**config.mk**
```make
export PLATFORM = sky130hd
export DESIGN_NAME = piso_serializer
export DESIGN_NICKNAME = d
export VERILOG_FILES = /design/src/rtl/piso_serializer.sv
export SDC_FILE = /design/constraint.sdc
export NUM_CORES = 1
export LEC_CHECK = 0
export ABC_AREA = 0
export BUFFER_PORTS_ARGS = -buffer_cell sky130_fd_sc_hd__buf_2
export CAP_MARGIN = 20
export CELL_PAD_IN_SITES_DETAIL_PLACEMENT = 1
export CELL_PAD_IN_SITES_GLOBAL_PLACEMENT = 2
export CORE_MARGIN = 2
export CORE_UTILIZATION = 35
export DETAILED_ROUTE_END_ITERATION = 10
export GPL_ROUTABILITY_DRIVEN = 0
export GPL_TIMING_DRIVEN = 0
export PLACE_DENSITY_LB_ADDON = 0.1
export SYNTH_ARGS = -nofsm -noshare
export SYNTH_HDL_FRONTEND = slang
export SYNTH_SLANG_ARGS = --single-unit
```
**constraint.sdc**
```tcl
create_clock -name clk -period 2.6 [get_ports clk]
set_input_delay 0.26 -clock clk [delete_from_list [all_inputs] [get_ports clk]]
set_output_delay 0.26 -clock clk [all_outputs]
set_load 0.01 [all_outputs]
```
**src/rtl/piso_serializer.sv**
```systemverilog
// piso_serializer: parallel-in serial-out serializer with valid/ready word intake.
//   clk        : rising-edge clock
//   reset      : asynchronous active-low reset
//   in_data    : parallel word, sampled on the accept edge
//   in_valid   : upstream offers a word
//   in_ready   : block can accept a word (registered)
//   serial_out : current serial bit (registered)
//   shift_out  : strobe in the last cycle of each bit period (registered)
//   busy       : a frame is in progress (registered)
//   frame_done : one-cycle pulse after the final bit period (registered)
module piso_serializer #(
  parameter int unsigned DATA_WIDTH   = 8,
  parameter int unsigned CLKS_PER_BIT = 1,
  parameter bit          LSB_FIRST    = 1'b0
) (
  input  logic                  clk,
  input  logic                  reset,
  input  logic [DATA_WIDTH-1:0] in_data,
  input  logic                  in_valid,
  output logic                  in_ready,
  output logic                  serial_out,
  output logic                  shift_out,
  output logic                  busy,
  output logic                  frame_done
);

  localparam int unsigned DIV_W = (CLKS_PER_BIT > 1) ? $clog2(CLKS_PER_BIT) : 1;
  localparam int unsigned BIT_W = $clog2(DATA_WIDTH);
  localparam logic [DIV_W-1:0] DIV_LAST = DIV_W'(CLKS_PER_BIT - 1);
  localparam logic [BIT_W-1:0] BIT_LAST = BIT_W'(DATA_WIDTH - 1);
  // With one clock per bit every SHIFT cycle is a strobe cycle.
  localparam logic STROBE_AT_START = (CLKS_PER_BIT == 1);

  typedef enum logic {IDLE, SHIFT} state_t;

  state_t                state;
  logic [DATA_WIDTH-1:0] sreg;
  logic [BIT_W-1:0]      bit_cnt;
  logic [DIV_W-1:0]      div_cnt;

  logic                  first_bit_c;
  logic                  next_bit_c;
  logic [DATA_WIDTH-1:0] sreg_shifted_c;
  logic [DIV_W-1:0]      div_inc_c;

  // Output end of the register depends on bit order.
  always_comb begin
    first_bit_c    = LSB_FIRST ? in_data[0] : in_data[DATA_WIDTH-1];
    next_bit_c     = LSB_FIRST ? sreg[1] : sreg[DATA_WIDTH-2];
    sreg_shifted_c = LSB_FIRST ? (sreg >> 1) : (sreg << 1);
    div_inc_c      = div_cnt + DIV_W'(1);
  end

  // Control FSM; shift_out is precomputed one edge ahead so it is high
  // exactly when the divider sits at its last count.
  always_ff @(posedge clk or negedge reset) begin
    if (!reset) begin
      state      <= IDLE;
      sreg       <= '0;
      bit_cnt    <= '0;
      div_cnt    <= '0;
      in_ready   <= 1'b1;
      serial_out <= 1'b0;
      shift_out  <= 1'b0;
      busy       <= 1'b0;
      frame_done <= 1'b0;
    end else begin
      frame_done <= 1'b0;
      case (state)
        IDLE: begin
          if (in_valid && in_ready) begin
            sreg       <= in_data;
            bit_cnt    <= '0;
            div_cnt    <= '0;
            state      <= SHIFT;
            busy       <= 1'b1;
            in_ready   <= 1'b0;
            serial_out <= first_bit_c;
            shift_out  <= STROBE_AT_START;
          end
        end
        SHIFT: begin
          if (div_cnt == DIV_LAST) begin
            div_cnt <= '0;
            if (bit_cnt == BIT_LAST) begin
              state      <= IDLE;
              bit_cnt    <= '0;
              in_ready   <= 1'b1;
              busy       <= 1'b0;
              serial_out <= 1'b0;
              shift_out  <= 1'b0;
              frame_done <= 1'b1;
            end else begin
              sreg       <= sreg_shifted_c;
              bit_cnt    <= bit_cnt + BIT_W'(1);
              serial_out <= next_bit_c;
              shift_out  <= STROBE_AT_START;
            end
          end else begin
            div_cnt   <= div_inc_c;
            shift_out <= (div_inc_c == DIV_LAST);
          end
        end
        default: state <= IDLE;
      endcase
    end
  end

endmodule

```
==> results.sh, run 1 <==
export IMPL_synthFlopType="dfrtp_1"
export IMPL_synth_top_area_share=0.502
export IMPL_cts_resized=0
export IMPL_synth_edf_count=0
export IMPL_area_growth_pct=20.7
export IMPL_postCtsHoldBufs=1
export IMPL_cts_setup_buffers=0
export IMPL_pwr_share_clk=0.158
export IMPL_intPower_mw=0.662
export IMPL_remaining_drc_errors=0
export IMPL_synth_top_cell_by_area="dfrtp_1"
export IMPL_numCtsBuffers=3
export IMPL_hold_ws_ns=0.197
export IMPL_leakage_nw=0.442
export IMPL_final_cell_mix="17 x buf_2, 15 x dfrtp_1, 7 x nor2_1"
export IMPL_syn_area_sq_um=748
export IMPL_first_iter_violations=0
export IMPL_drv_cap=0
export IMPL_clockBufferDepth=2
export IMPL_fin_area_sq_um=903
export IMPL_path_class="reg2reg"
export IMPL_synth_seq_area_share=0.537
export IMPL_timing_final_crit_share=0.562
export IMPL_num_antenna_cells=0
export IMPL_wl_met3_um=64
export IMPL_total_power_mw=1.06
export IMPL_tightest_slew_ns=0.379
export IMPL_layout_nets=102
export IMPL_io_buffers=15
export IMPL_yosys_warnings=0
export IMPL_rsz0062_at_grt="false"
export IMPL_clkTransAtPathRegs_ns=0.10
export IMPL_grt_overflow=0
export IMPL_finalHoldViolCount=0
export IMPL_endpoint_kind="flip-flop"
export IMPL_worst_ep_required_time_ns=2.77
export IMPL_rows=16
export IMPL_drt_pass1_iterations=1
export IMPL_dp_cells=109
export IMPL_ys_seq_elements=16
export IMPL_p_switching_mw=0.397
export IMPL_finalWirelength_um=1440
export IMPL_synth_top_cells_by_area="dfrtp_1 50%, ha_1 5.0%, o22ai_2 5.0%"
export IMPL_vdd_drop_max_mv=0.482
export IMPL_dp_slack_ns=1.13
export IMPL_worstPathArrival_ns=1.63
export IMPL_cp_max_fo=7
export IMPL_die_area_sq_um=2520
export IMPL_syn_avg_cell_area_sq_um=11.2
export IMPL_synthDistinctLibCells=22
export IMPL_grt_pass1_wl_um=2550
export IMPL_grtUsageTotal=0.136
export IMPL_wl_per_cell_um=12.6
export IMPL_insertion_delay_ns=0.28
export IMPL_final_max_slew_viol_count=0
export IMPL_fin_cells=114
export IMPL_swShare=0.375
export IMPL_async_flop_share=1.00
export IMPL_final_common_cell="buf_2"
export IMPL_maxSlewHeadroom=0.748
export IMPL_clock_skew_ns=0.00621
export IMPL_vias_per_cell=4.77
export IMPL_dr_total_vias=544
export IMPL_placed_area_sq_um=857
export IMPL_powerDensity_nw_per_um2=1170
export IMPL_outcome="complete, no violations"
export IMPL_critPathLaunchType="flip-flop"
export IMPL_comb_power_share=0.413
export IMPL_final_util=0.456
export IMPL_die_w_um=50.2
export IMPL_wl_met2_um=672
export IMPL_fillCellCount=232
export IMPL_antenna_found_initial=0
export IMPL_core_area_sq_um=1980
export IMPL_clockRootBuffer="clkbuf_4"
export IMPL_start_util=0.378
export IMPL_cts_sinks=16
export IMPL_worstHoldPathType="in2reg"
export IMPL_hpwl_um=1040
export IMPL_met1_length_um=687
export IMPL_grt_max_degree=17
export IMPL_tns_ns=0
export IMPL_fp_dieH_um=50.2
export IMPL_ant_nets=0
export IMPL_layout_drive_gt1_share=0.356
export IMPL_htree_levels=1
export IMPL_cts_tree="done"
export IMPL_fin_ws_ns=1.14
export IMPL_synthCells=67
export IMPL_finalCriticalPeriod_ns=1.46
export IMPL_max_freq_mhz=684
export IMPL_grt_pass1_vias=581
export IMPL_ioPinCount=16
export IMPL_setup_violations=0
export IMPL_power_frac_seq=0.429
export IMPL_mappedNetlistNets=81
export IMPL_highest_layer="met4"
-- cells in the mapped netlist (all sizes together) (2+ instances only) --
cell type,n
buf,3
ha,3
o22ai,7
dfrtp,15
o21ai,5
nor2,7
a21oi,8
nand3b,2
mux2i,3
inv,2
nand2,7
-- area by class of cell --
cell class | count | area, sq um | share of cell area
flip-flops and latches | 16 | 402 | 0.445
clock buffers | 4 | 36.3 | 0.0402
plain buffers | 3 | 21.3 | 0.0235
well taps | 27 | 33.8 | 0.0374
repair buffers | 16 | 85.1 | 0.0942
multi-input cells | 46 | 318 | 0.352
inverters | 2 | 7.51 | 0.00831
-- power by group through the flow --
stage | registers, mW | clock network [mW] | logic, mW
after floorplan | 0.459 | 0 | 0.328
after global placement | 0.458 | 0 | 0.440
after detailed placement | 0.464 | 0 | 0.447
after CTS | 0.459 | 0.176 | 0.450
after global routing | 0.473 | 0.179 | 0.504
final | 0.454 | 0.167 | 0.438
-- kinds of logic after synthesis --
logic type      after synthesis  synth area share
compound gates               21             0.197
simple gates                 19             0.137
flops                        16             0.537
buf+inv                       5            0.0385
mux                           3            0.0401
fa+ha+maj                     3            0.0502
-- layer usage --
metal | global-route usage | vias to the layer above
met1 | 0.179 | 258
met3 | 0.0387 | 2
met2 | 0.208 | 11
met5 | 0 | -
li1 | - | 273
met4 | 0.0556 | 0
-- critical path, stage by stage (launching register included) --
cell	delay [ns]
dfrtp_1	0.41
ha_1	0.23
ha_1	0.21
nand2b_1	0.14
buf_2	0.18
o22ai_1	0.14
a21oi_1	0.06
-- sequential cells by signal (all words and copies together), names as in the netlist --
name        count
bit_cnt         3
busy            1
frame_done      1
in_ready        1
serial_out      1
shift_out       1
sreg            7
state           1
-- path summary, 6_finish.rpt --
| path | startpoint | end | slack [ns] | cells past startpoint |
|---|---|---|---|---|
| setup / recovery | bit_cnt[0] | sreg[1] | 1.14 | 6 |
| hold / removal | in_valid | in_ready | 0.20 | 2 |
| setup reg to reg | bit_cnt[0] | sreg[1] | 1.14 | 6 |
| hold reg to reg | bit_cnt[0] | bit_cnt[0] | 0.50 | 1 |
| max in group asynchronous | reset | in_ready | 1.87 | 2 |
| min in group asynchronous | reset | sreg[6] | 0.42 | 2 |
(Power assumes the default switching activity.)
==> run 2, diff against run 1 <==
CORE_UTILIZATION = 29   (was 35)
clock period = 1.2 ns   (was 2.6 ns; I/O delays follow)
==> run 2 against run 1 <==
Effect of this change:
- the flow now finishes with violations (negative setup slack)
- wire length is 8.4% higher
- die area rose by 19%
- critical path depth fell by 1
- register-to-register slack got worse by 1.3 ns
- maximum frequency is 11% higher
- via count up 3.7%
- core utilization is 6.7 points lower
- clock power increased by 73%
- global-route usage decreased by 0.82 points
- clock-buffer cell count is the same
- critical path type unchanged
==> results.sh, run 2 (synthesized netlist as in run 1, its figures left out) <==
export IMPL_first_iter_violations=1
export IMPL_grt_overflow=0
export IMPL_tightest_slew_ns=0.373
export IMPL_ant_nets=0
export IMPL_htree_levels=1
export IMPL_drt_pass1_iterations=3
export IMPL_layout_drive_gt1_share=0.427
export IMPL_clock_skew_ns=0.0108
export IMPL_wl_per_cell_um=13.1
export IMPL_worstHoldPathType="in2reg"
export IMPL_top_register="sreg"
export IMPL_max_freq_mhz=757
export IMPL_violations="negative setup slack"
export IMPL_reg_top3="sreg (7), bit_cnt (3)"
export IMPL_dr_total_vias=564
export IMPL_clkTransAtPathRegs_ns=0.10
export IMPL_cp_max_fo=6
export IMPL_maxSlewHeadroom=0.751
export IMPL_setup_violations=6
export IMPL_leakage_nw=0.450
export IMPL_finalHoldViolCount=0
export IMPL_die_area_sq_um=3000
export IMPL_total_power_mw=2.45
export IMPL_fin_cells=119
export IMPL_grt_pass1_wl_um=2680
export IMPL_finalCriticalPeriod_ns=1.32
export IMPL_outcome="finished with violations"
export IMPL_dp_cells=112
export IMPL_slowest_delay_ns=0.40
export IMPL_numCtsBuffers=3
export IMPL_rows=18
export IMPL_layout_nets=104
export IMPL_timing_final_crit_share=1.10
export IMPL_path_class="reg2reg"
export IMPL_antenna_found_initial=0
export IMPL_grtUsageTotal=0.128
export IMPL_grt_pass1_vias=572
export IMPL_core_area_sq_um=2450
export IMPL_area_growth_pct=27.6
export IMPL_ff2ff_setup_slack_ns=-0.12
export IMPL_rsz0062_at_grt="true"
export IMPL_hpwl_um=1130
export IMPL_cts_sinks=16
export IMPL_vdd_drop_max_mv=0.984
export IMPL_cts_tree="done"
export IMPL_slowest_stage="dfrtp_1"
export IMPL_num_antenna_cells=0
export IMPL_critPathLaunchType="flip-flop"
export IMPL_ioPinCount=16
export IMPL_io_buffers=15
export IMPL_final_max_slew_viol_count=0
export IMPL_clockRootBuffer="clkbuf_4"
export IMPL_powerDensity_nw_per_um2=2560
export IMPL_path_cells="ha_2, ha_4, and2b_4, nor2_1, a21oi_2"
export IMPL_grt_max_degree=17
export IMPL_remaining_drc_errors=0
export IMPL_drv_cap=0
export IMPL_final_cell_mix="15 x buf_2, 15 x dfrtp_1, 6 x nand2_1"
export IMPL_vias_per_cell=4.74
export IMPL_finalWirelength_um=1560
export IMPL_clockBufferDepth=2
export IMPL_largest_reg_flops=7
export IMPL_fin_ws_ns=-0.120
export IMPL_worst_ep_required_time_ns=1.42
export IMPL_insertion_delay_ns=0.28
export IMPL_fp_dieH_um=54.8
export IMPL_endpoint_kind="flip-flop"
export IMPL_start_util=0.305
export IMPL_worstPathArrival_ns=1.54
export IMPL_dp_slack_ns=-0.116
export IMPL_die_w_um=54.8
==> run 2: cell count changes in the layout (fill, tap and decap cells not counted), sizes merged <==
cell  change
buf       +2
==> run 2: worst max-delay path: cells and delay by family (launching register included) <==
kind,cells,cell delay (ns)
AO/OA/AOI/OAI,1,0.12
adder cells (fa/ha/maj),2,0.37
flip-flops,1,0.40
AND/OR/NAND/NOR,2,0.37
==> run 2: worst paths after layout <==
kind / startpoint / endpoint / depth (start not counted)
worst max-delay path: bit_cnt[1] / sreg[2] / 5
worst min-delay path: in_valid / in_ready / 2
worst max register to register: bit_cnt[1] / sreg[2] / 5
worst min register to register: sreg[0] / sreg[0] / 1
max in group asynchronous: reset / in_ready / 2
min in group asynchronous: reset / bit_cnt[1] / 2
==> run 2: area by class of cell <==
class,instances,area (sq um)
flip-flops and latches,16,402
well taps,30,37.5
clock buffers,4,26.3
inverters,2,7.51
multi-input cells,46,348
plain buffers,3,27.5
repair buffers,18,106
fillers,287,1500
==> run 2: timing repair <==
item	4_1_cts	5_1_grt
endpoints found under the hold margin	15	0
resized for setup	3	2
pin swaps	5	2
endpoints found under the setup margin	6	12
hold buffers	1	0
buffers inserted	0	2
==> run 2: metrics by stage <==
step	setup TNS [ns]	instance area [sq um]	utilization	hold WS, ns
5_1_grt	-1.09	955	0.389	0.0798
3_5_place_dp	-0.647	891	0.363	0.0677
6_report	-0.635	955	0.389	0.0822
4_1_cts	-0.758	933	0.380	0.0697
2_1_floorplan	-0.114	778	-	-0.176
3_3_place_gp	-0.537	891	0.363	0.0630
==> run 2: metal layers <==
| metal | vias up | wire length (um) | track usage |
|---|---|---|---|
| met5 | - | 0 | 0 |
| met4 | 0 | 14 | 0.0250 |
| met3 | 2 | 61 | 0.0492 |
| met2 | 9 | 717 | 0.196 |
| met1 | 272 | 763 | 0.170 |
| li1 | 281 | - | - |
==> run 2: report_power, final <==
group	leakage, nW	switching, mW	internal [mW]
sequential	0.185	0.215	0.801
clock	0.0150	0.160	0.129
combinational	0.250	0.554	0.587
total	0.450	0.928	1.52
==> run 3, diff against run 2 <==
SETUP_SLACK_MARGIN = 0.4   (was default)
==> run 3 against run 2 <==
Effect of this change:
- the run still ends with negative setup slack left
- clock power increased by 24%
- total power rose by 28%
- critical path type unchanged
- maximum frequency rose by 1.8%
- global-route usage up 1.9 points
- largest power group unchanged
- wire length is 17% higher
- highest routed layer is now met3
- cell count up 8.4%
- sequential power about the same
==> results.sh, run 3 (synthesized netlist as in run 1, its figures left out) <==
export IMPL_antenna_found_initial=0
export IMPL_die_w_um=54.8
export IMPL_num_antenna_cells=0
export IMPL_core_area_sq_um=2450
export IMPL_clockRootBuffer="clkbuf_4"
export IMPL_die_area_sq_um=3000
export IMPL_layout_drive_gt1_share=0.667
export IMPL_worstPathArrival_ns=1.51
export IMPL_io_buffers=15
export IMPL_clockBufferDepth=2
export IMPL_rsz0062_at_grt="true"
export IMPL_setup_violations=10
export IMPL_insertion_delay_ns=0.29
export IMPL_vias_per_cell=4.75
export IMPL_remaining_drc_errors=0
export IMPL_drt_pass1_iterations=2
export IMPL_fp_dieH_um=54.8
export IMPL_swShare=0.379
export IMPL_grt_pass1_vias=609
export IMPL_clkTransAtPathRegs_ns=0.10
export IMPL_grt_overflow=0
export IMPL_layout_nets=114
export IMPL_endpoint_kind="flip-flop"
export IMPL_numCtsBuffers=3
export IMPL_finalHoldViolCount=0
export IMPL_max_freq_mhz=771
export IMPL_clock_skew_ns=0.00393
export IMPL_outcome="finished with violations"
export IMPL_final_cell_mix="15 x buf_2, 14 x dfrtp_1, 9 x buf_6"
export IMPL_dr_total_vias=613
export IMPL_timing_final_crit_share=1.08
export IMPL_grt_max_degree=17
export IMPL_wl_per_cell_um=14.2
export IMPL_area_growth_pct=57.7
export IMPL_first_iter_violations=1
export IMPL_powerDensity_nw_per_um2=2660
export IMPL_leakage_nw=0.543
export IMPL_ant_nets=0
export IMPL_top_register="sreg"
export IMPL_placed_area_sq_um=896
export IMPL_power_frac_seq=0.331
export IMPL_reg_top3="sreg (7), bit_cnt (3)"
export IMPL_grtUsageTotal=0.147
export IMPL_drv_cap=0
export IMPL_htree_levels=1
export IMPL_cp_max_fo=6
export IMPL_cts_tree="done"
export IMPL_critPathLaunchType="flip-flop"
export IMPL_dp_cells=112
export IMPL_hpwl_um=1100
export IMPL_vdd_drop_max_mv=1.02
export IMPL_grt_pass1_wl_um=3010
export IMPL_worstHoldPathType="in2reg"
export IMPL_start_util=0.305
export IMPL_rows=18
export IMPL_finalWirelength_um=1830
export IMPL_comb_power_share=0.555
export IMPL_pwr_share_clk=0.114
export IMPL_violations="negative setup slack"
export IMPL_fin_area_sq_um=1180
export IMPL_cts_sinks=16
export IMPL_intPower_mw=1.95
export IMPL_final_max_slew_viol_count=0
export IMPL_largest_reg_flops=7
export IMPL_fin_cells=129
export IMPL_tightest_slew_ns=0.383
export IMPL_total_power_mw=3.14
export IMPL_finalCriticalPeriod_ns=1.30
export IMPL_p_switching_mw=1.19
export IMPL_ioPinCount=16
export IMPL_maxSlewHeadroom=0.744
export IMPL_path_class="reg2reg"
export IMPL_final_common_cell="buf_2"
export IMPL_fin_ws_ns=-0.0972
export IMPL_worst_ep_required_time_ns=1.42
==> run 3: power groups by stage <==
stage	registers [mW]	clock network, mW	logic [mW]
2_1_floorplan	1.02	0	0.785
3_3_place_gp	1.02	0	1.04
3_5_place_dp	1.02	0	1.07
4_1_cts	1.03	0.378	1.50
5_1_grt	1.08	0.414	1.92
6_report	1.04	0.358	1.74
==> run 3: critical path, stage by stage (launching register included) <==
cell and delay, ns:
dfrtp_1 0.42, ha_4 0.18, ha_4 0.16, and2b_4 0.28
nor2_1 0.06, a21oi_1 0.12
==> run 3: worst paths after layout <==
kind | from | to | slack [ns] | depth (start not counted)
setup / recovery | bit_cnt[1] | sreg[3] | -0.1 | 5
hold / removal | in_data[7] | serial_out | 0.1 | 3
setup reg to reg | bit_cnt[1] | sreg[3] | -0.1 | 5
hold reg to reg | shift_out | shift_out | 0.55 | 2
max in group asynchronous | reset | in_ready | 0.62 | 2
min in group asynchronous | reset | serial_out | 0.27 | 2
==> run 3: metal layers <==
layer | routed length [um] | global-route usage | vias to the layer above
met5 | 0 | 0 | -
met4 | 0 | 0.0250 | 0
met3 | 76 | 0.0574 | 0
met2 | 908 | 0.226 | 13
met1 | 843 | 0.196 | 303
li1 | - | - | 297
==> run 3: through the flow <==
step / setup slack [ns] / util / setup TNS [ns] / hold slack (ns)
global placement: -0.101 / 0.365 / -0.580 / 0.0622
floorplan: -0.0271 / - / -0.112 / -0.176
CTS: -0.0999 / 0.450 / -0.647 / 0.0939
finish: -0.0972 / 0.481 / -0.761 / 0.0956
detailed placement: -0.106 / 0.365 / -0.581 / 0.0668
global route: -0.163 / 0.481 / -1.34 / 0.0905
==> run 3: what timing repair did <==
item	4_1_cts	5_1_grt
pin swaps	7	7
setup endpoints to repair	21	21
hold endpoints to repair	15	0
gates resized for setup	21	15
hold buffers	1	0
cloned	0	0
buffers inserted	9	3
==> run 3: layout make-up <==
| class | count | area, sq um |
|---|---|---|
| plain buffers | 3 | 31.3 |
| inverters | 2 | 7.51 |
| well taps | 30 | 37.5 |
| multi-input cells | 46 | 457 |
| flip-flops and latches | 16 | 403 |
| repair buffers | 28 | 208 |
| fillers | 273 | 1270 |
| clock buffers | 4 | 36.3 |
